==> src/rtl/baud_gen_pkg.sv <==
// Shared constants, types and helpers for the fractional baud tick generator.
//   MIN_DIV_INT  : smallest usable integer divisor; smaller values are clamped
//   DIV_INT_W    : storage width of the integer divisor field
//   DIV_FRAC_W   : storage width of the fractional divisor field
//   baud_div_t   : {integer, fraction} divisor pair
//   clog2_w()    : ceil(log2(n)), never less than 1
package baud_gen_pkg;

  localparam int unsigned MIN_DIV_INT = 2;
  localparam int unsigned DIV_INT_W   = 16;
  localparam int unsigned DIV_FRAC_W  = 4;

  typedef struct packed {
    logic [DIV_INT_W-1:0]  div_int;
    logic [DIV_FRAC_W-1:0] div_frac;
  } baud_div_t;

  function automatic int unsigned clog2_w(input int unsigned value);
    int unsigned w;
    w = 0;
    for (int unsigned i = 0; i < 32; i++) begin
      if ((32'd1 << i) < value) w = i + 1;
    end
    return (w == 0) ? 1 : w;
  endfunction

endpackage

==> src/rtl/baud_bit_phase.sv <==
// Bit-phase tracker: counts sample ticks within a bit and decodes the
// bit-boundary and mid-bit strobes.
//   i_clk, i_reset : clock, synchronous active-high reset
//   i_tick         : oversampling tick from the divider
//   i_sync         : restart bit phase (sample counter to zero next cycle)
//   o_bit_tick     : tick on the last sample of a bit
//   o_mid_tick     : tick on the mid-bit sample
module baud_bit_phase
  import baud_gen_pkg::*;
#(
  parameter int unsigned OVERSAMPLING = 16
) (
  input  logic i_clk,
  input  logic i_reset,
  input  logic i_tick,
  input  logic i_sync,
  output logic o_bit_tick,
  output logic o_mid_tick
);

  localparam int unsigned NB_S = clog2_w(OVERSAMPLING);

  logic [NB_S-1:0] r_scnt;
  logic            w_last;
  logic            w_mid;

  assign w_last = (r_scnt == NB_S'(OVERSAMPLING - 1));
  assign w_mid  = (r_scnt == NB_S'(OVERSAMPLING / 2 - 1));

  // Sync overrides a coincident tick, so no strobe is emitted that cycle.
  assign o_bit_tick = i_tick && !i_sync && w_last;
  assign o_mid_tick = i_tick && !i_sync && w_mid;

  // Sample counter within the current bit.
  always_ff @(posedge i_clk) begin
    if (i_reset) begin
      r_scnt <= '0;
    end else if (i_sync) begin
      r_scnt <= '0;
    end else if (i_tick) begin
      r_scnt <= w_last ? '0 : r_scnt + NB_S'(1);
    end
  end

endmodule

==> src/rtl/baud_gen_frac.sv <==
// Fractional-N baud tick generator. A cycle counter runs to div_int (+1 when
// the fractional accumulator carries) so the average tick period equals
// div_int + div_frac / 2^NB_FRAC. New divisors are staged in a shadow
// register and applied on a period boundary.
// Optional feature macro: BAUD_GEN_BIT_TICK_EN adds i_bit_sync, o_bit_tick
// and o_mid_tick through the baud_bit_phase sub-module.
//   i_clk, i_reset          : clock, synchronous active-high reset
//   i_enable                : count enable; all counting holds while low
//   i_div_int, i_div_frac   : divisor captured by i_div_load
//   i_div_load              : strobe writing the shadow divisor
//   o_div_pending           : shadow divisor waiting to be applied
//   o_tick                  : one-cycle oversampling tick
//   i_bit_sync/o_bit_tick/o_mid_tick : bit phase control and strobes
module baud_gen_frac
  import baud_gen_pkg::*;
#(
  parameter int unsigned NB_INT           = 16,
  parameter int unsigned NB_FRAC          = 4,
  parameter int unsigned OVERSAMPLING     = 16,
  parameter int unsigned DEFAULT_DIV_INT  = 162,
  parameter int unsigned DEFAULT_DIV_FRAC = 12
) (
  input  logic               i_clk,
  input  logic               i_reset,
  input  logic               i_enable,
  input  logic [NB_INT-1:0]  i_div_int,
  input  logic [NB_FRAC-1:0] i_div_frac,
  input  logic               i_div_load,
  output logic               o_div_pending,
`ifdef BAUD_GEN_BIT_TICK_EN
  input  logic               i_bit_sync,
  output logic               o_bit_tick,
  output logic               o_mid_tick,
`endif
  output logic               o_tick
);

  localparam int unsigned NB_LIM = NB_INT + 1;

  localparam baud_div_t DEFAULT_DIV = '{
    div_int:  DIV_INT_W'(DEFAULT_DIV_INT),
    div_frac: DIV_FRAC_W'(DEFAULT_DIV_FRAC)
  };

  baud_div_t          r_active;
  baud_div_t          r_shadow;
  logic               r_pending;
  logic [NB_INT-1:0]  r_cnt;
  logic [NB_FRAC-1:0] r_acc;
  logic               r_carry;

  logic [NB_INT-1:0]  w_div_int;
  logic [NB_FRAC-1:0] w_div_frac;
  logic [NB_INT-1:0]  w_div_clamped;
  logic [NB_LIM-1:0]  w_lim_m1;
  logic [NB_FRAC:0]   w_sum;
  logic               w_tick;
  logic               w_sync;
  logic               w_apply;

`ifdef BAUD_GEN_BIT_TICK_EN
  assign w_sync = i_bit_sync;
`else
  assign w_sync = 1'b0;
`endif

  assign w_div_int     = NB_INT'(r_active.div_int);
  assign w_div_frac    = NB_FRAC'(r_active.div_frac);
  assign w_div_clamped = (w_div_int < NB_INT'(MIN_DIV_INT)) ? NB_INT'(MIN_DIV_INT) : w_div_int;

  // Last count of the current period: clamped divisor plus carry, minus one.
  assign w_lim_m1 = NB_LIM'(w_div_clamped) + NB_LIM'(r_carry) - NB_LIM'(1);
  assign w_tick   = i_enable && (NB_LIM'(r_cnt) == w_lim_m1);
  assign w_sum    = NB_FRAC'(r_acc) + (NB_FRAC + 1)'(w_div_frac);

  // Pending divisor goes live on a real period end, or at once when idle.
  assign w_apply = r_pending && ((w_tick && !w_sync) || !i_enable);

  assign o_tick        = w_tick;
  assign o_div_pending = r_pending;

  // Divisor staging and period counting.
  always_ff @(posedge i_clk) begin
    if (i_reset) begin
      r_active  <= DEFAULT_DIV;
      r_shadow  <= DEFAULT_DIV;
      r_pending <= 1'b0;
      r_cnt     <= '0;
      r_acc     <= '0;
      r_carry   <= 1'b0;
    end else begin
      if (i_div_load) begin
        r_shadow.div_int  <= DIV_INT_W'(i_div_int);
        r_shadow.div_frac <= DIV_FRAC_W'(i_div_frac);
      end

      // A load in the apply cycle stages the next divisor, so it keeps pending.
      if (i_div_load) begin
        r_pending <= 1'b1;
      end else if (w_apply) begin
        r_pending <= 1'b0;
      end

      if (w_apply) begin
        r_active <= r_shadow;
        r_cnt    <= '0;
        r_acc    <= '0;
        r_carry  <= 1'b0;
      end else if (w_sync) begin
        r_cnt <= '0;
      end else if (w_tick) begin
        r_cnt   <= '0;
        r_acc   <= w_sum[NB_FRAC-1:0];
        r_carry <= w_sum[NB_FRAC];
      end else if (i_enable) begin
        r_cnt <= r_cnt + NB_INT'(1);
      end
    end
  end

`ifdef BAUD_GEN_BIT_TICK_EN
  baud_bit_phase #(
    .OVERSAMPLING (OVERSAMPLING)
  ) u_bit_phase (
    .i_clk      (i_clk),
    .i_reset    (i_reset),
    .i_tick     (w_tick),
    .i_sync     (w_sync),
    .o_bit_tick (o_bit_tick),
    .o_mid_tick (o_mid_tick)
  );
`endif

endmodule

==> config.mk <==
export PLATFORM = sky130hd
export DESIGN_NAME = baud_gen_frac
export DESIGN_NICKNAME = d
export VERILOG_FILES = /design/src/rtl/baud_gen_pkg.sv /design/src/rtl/baud_bit_phase.sv /design/src/rtl/baud_gen_frac.sv
export SDC_FILE = /design/constraint.sdc
export NUM_CORES = 1
export LEC_CHECK = 0
export CORE_MARGIN = 5
export CORE_UTILIZATION = 24
export CTS_BUF_LIST = sky130_fd_sc_hd__clkbuf_2
export DETAILED_ROUTE_END_ITERATION = 12
export RECOVER_POWER = 100
export SETUP_SLACK_MARGIN = 0.15
export SLEW_MARGIN = 20
export SYNTH_ARGS = -nofsm -noshare
export SYNTH_HDL_FRONTEND = slang
export SYNTH_HIERARCHICAL = 1
export SYNTH_SLANG_ARGS = --single-unit
==> constraint.sdc <==
create_clock -name i_clk -period 6.27 [get_ports i_clk]
set_input_delay 0.627 -clock i_clk [delete_from_list [all_inputs] [get_ports i_clk]]
set_output_delay 0.627 -clock i_clk [all_outputs]
set_load 0.02 [all_outputs]
==> flow_summary.yaml <==
power:
  power.internal_w: 0.0005780
  p_per_area_mw_per_mm2: 199.8
  cellLeakagePower_nw: 1.412
  totalPowerFinal_w: 0.0007919
  sw_frac_of_total_pct: 27.01
  p_sw_w: 0.0002139
  p_clk_share_pct: 37.1
  peakVddDrop_uv: 140.6
  pwr-share-seq_pct: 52.6
  p_comb_share_pct: 10.3
setup_path:
  r2r_slack_ps: 980
  r2r_cells: 14
  critPathRequiredTime_ps: 5640
  cp_num_buf_inv: 1
  cp.arrival_ps: 4900
  end_kind: "output port"
  r2r_start: "w_div_int[11]"
  max_stage_delay_ps: 710
  critPathSlowestCell: "dlygate4sd3_1"
  crit_path_start_kind: "register"
  cpLargestDelayFamily: "simple AND/OR/NAND/NOR gates"
  crit_chain: "or4_1, nor4_4, nand2_1, nand2_1, ha_1, ha_1, or4b_1, nor3_1, o211ai_2, a211oi_1, nand3_1, nor3_1, dlygate4sd3_1"
  path_max_fanout: 6
  path_class: "reg -> out"
  r2r-end: "r_cnt[7]"
hold_path:
  holdCritPathClass: "reg -> reg"
  holdPathEnd: "w_div_int[4]"
  hp-start: "r_shadow[8]"
  hold_path_depth: 2
clocking:
  cts_tree: "yes"
  path_clk_slew_ps: 190
  cts_sinks: 62
  postCtsSetupBuffers: 0
  hold_buffers: 0
  clockBufferDepth: 2
  h-tree-depth: 3
  cts_root_buf: "clkbuf_2"
  cts_buffers: 9
  cts_resized: 0
  clkLatencyLatePin_ps: 510
drt:
  route.detailed.drc: 0
  drt-vias-per-instance: 4.561
  first_iter_violations: 147
  via_count: 2659
  wl_per_cell_um: 12.75
  drt_pass1_iterations: 6
  wirelength_um: 7434
  ant_nets: 0
status:
  violations: "max-capacitance violations"
  status: "complete, but fails checks"
placement:
  gp_congestion: 0.8381
  dp.cells: 567
  port_buffers: 25
  dp_hpwl_um: 5569
  place_area_sq_mm: 0.003897
sta:
  grt_setup_unrepaired: "false"
  finClkSkew_ps: 25.59
  fin_tns_setup_ps: 0
  holdWs_ps: 467.8
  final-setup-viol-count: 0
  fmax_ghz: 0.1810
  slew_headroom_pct: 0.9211
  timing.final.crit_share_pct: 88.13
  period_minus_slack_ps: 5526
  max_slew.worst_pin.slew_ps: 1484
  drv_slew: 0
  hold_viol: 0
floorplan:
  io_pins: 26
  core_area_sq_mm: 0.01453
  die_area_sq_mm: 0.01737
  num_rows: 44
  die_w_um: 131.8
  die_height_um: 131.8
  start_util_pct: 24.50
global_routing:
  use_met1_pct: 11.11
  busiest_layer: "met2"
  grt_use_met2_pct: 14.31
  gr-total-overflow: 0
  grt_use_total_pct: 8.806
  grtUsageMet3_pct: 2.023
  antenna_found_initial: 0
  grt_pass1_wl_um: 12920
  grt_max_degree: 37
  grt_pass1_vias: 2715
synthesis:
  syn_nets: 410
  syn_inst: 378
  ys_seq_area_share_pct: 34.86
  avgSynthCellArea_sq_um: 9.420
  synthDistinctLibCells: 62
  synth-main-ff-cell: "dfxtp_1"
  synth_edf_count: 0
  async_flop_share_pct: 0
  synth_area_sq_mm: 0.003561
  ys_ff_latch: 62
  yosys_warnings: 6
run:
  max_cap_violations: 1
layout:
  drive_gt1_share_pct: 13.53
  stdcell_count: 583
  nFillCells: 1598
  antenna_cells: 0
  final_cell_area_sq_mm: 0.003963
  nets: 426
  synthToLayoutAreaGrowth_pct: 11.28
  multi_input_area_sq_mm: 0.002049
  regArea_sq_mm: 0.001241
metal layers:
layer,wire length (um),part of all wire (%)
met4,102,1.4
met3,256,3.4
met5,0,0
met2,3510,47
met1,3564,48
state kept, by name (all words and copies together), names as in the netlist:
name	cells
r_shadow	20
r_cnt	16
w_div_int	16
r_acc	4
w_div_frac	4
o_div_pending	1
r_carry	1
Yosys cell counts, drive strengths merged, types with 5 or more instances:
| library cell | count | share of area [%] |
|---|---|---|
| nor4 | 5 | 1.7 |
| nand2 | 51 | 5.4 |
| nand3 | 5 | 0.70 |
| o31ai | 6 | 1.7 |
| clkbuf | 10 | 1.3 |
| nand4 | 13 | 2.5 |
| a21oi | 12 | 2.1 |
| mux2i | 41 | 12 |
| xnor2 | 15 | 4.1 |
| ha | 7 | 2.5 |
| dfxtp | 62 | 35 |
| nor2 | 38 | 4.0 |
| xor2 | 19 | 4.7 |
| buf | 13 | 3.6 |
| inv | 8 | 0.84 |
| nor3 | 19 | 4.8 |
cell families after synthesis:
family	Yosys count	synth area share [%]
xor gates and xnor gates	34	8.784
AOI/OAI and AO/OA	38	9.031
adders and majority gates	8	3.022
buffers and inverters	32	5.903
DFF	62	34.86
and+or+nand+nor	162	26.56
muxes	42	11.84
stage by stage:
step	worst slack (ps)	utilization (%)
CTS	886.4	27.80
global route	293.1	27.26
finish	744.4	27.26
floorplan	2168	-
global placement	1584	26.82
detailed placement	1495	26.82
worst register-to-register path, stage by stage, from the launching register on:
cell	delay, ps
dfxtp_1	400
or4_1	620
nor4_4	370
nand2_1	100
nand2_1	80
ha_1	190
ha_1	260
or4b_1	550
nor4_1	380
xnor2_1	150
nor2_1	120
nand4_1	210
o311ai_2	1290
clkbuf_1	360
nor3_1	100
final cells by class:
class	count	area share, %
inverters	9	0.8525
flip-flops and latches	62	31.32
multi-input cells	284	51.72
clock buffers	9	1.137
repair buffers	28	6.694
clock inverters	7	2.463
well taps	184	5.810
how the worst max path moves through the flow:
stage	startpoint	to	slack, ps	depth (start not counted)
2_1_floorplan	w_div_int[8]	o_tick	2170	13
3_3_place_gp	w_div_int[11]	o_tick	1580	13
3_5_place_dp	w_div_int[11]	o_tick	1490	13
4_1_cts	w_div_int[11]	o_tick	890	13
5_1_grt	w_div_int[11]	o_tick	290	13
6_report	w_div_int[11]	o_tick	740	13
cell usage in the layout, fill, tap and decap left out, drive strengths merged, types with 4 or more instances in the layout:
master         instances
ha                     7
nor3                  19
nor2                  38
dfxtp                 62
clkbuf                11
o31ai                  6
nand2                 51
a211oi                 4
a21oi                 12
nor4                   5
inv                   10
nand3                  5
xnor2                 15
and3                   4
xor2                  19
mux2i                 41
nand4                 13
clkdlybuf4s50         22
nand2b                 4
or2                    4
or4                    4
power groups by stage:
| stage | Combinational (W) | Sequential [W] | Clock (W) |
|---|---|---|---|
| final | 0.0000813 | 0.000417 | 0.000294 |
| after global routing | 0.0000904 | 0.000419 | 0.000319 |
| after CTS | 0.0000857 | 0.000417 | 0.000303 |
| after detailed placement | 0.0000854 | 0.000425 | 0 |
| after global placement | 0.0000839 | 0.000424 | 0 |
| after floorplan | 0.0000629 | 0.000421 | 0 |
Note: power is estimated with default switching activity, not from simulation.
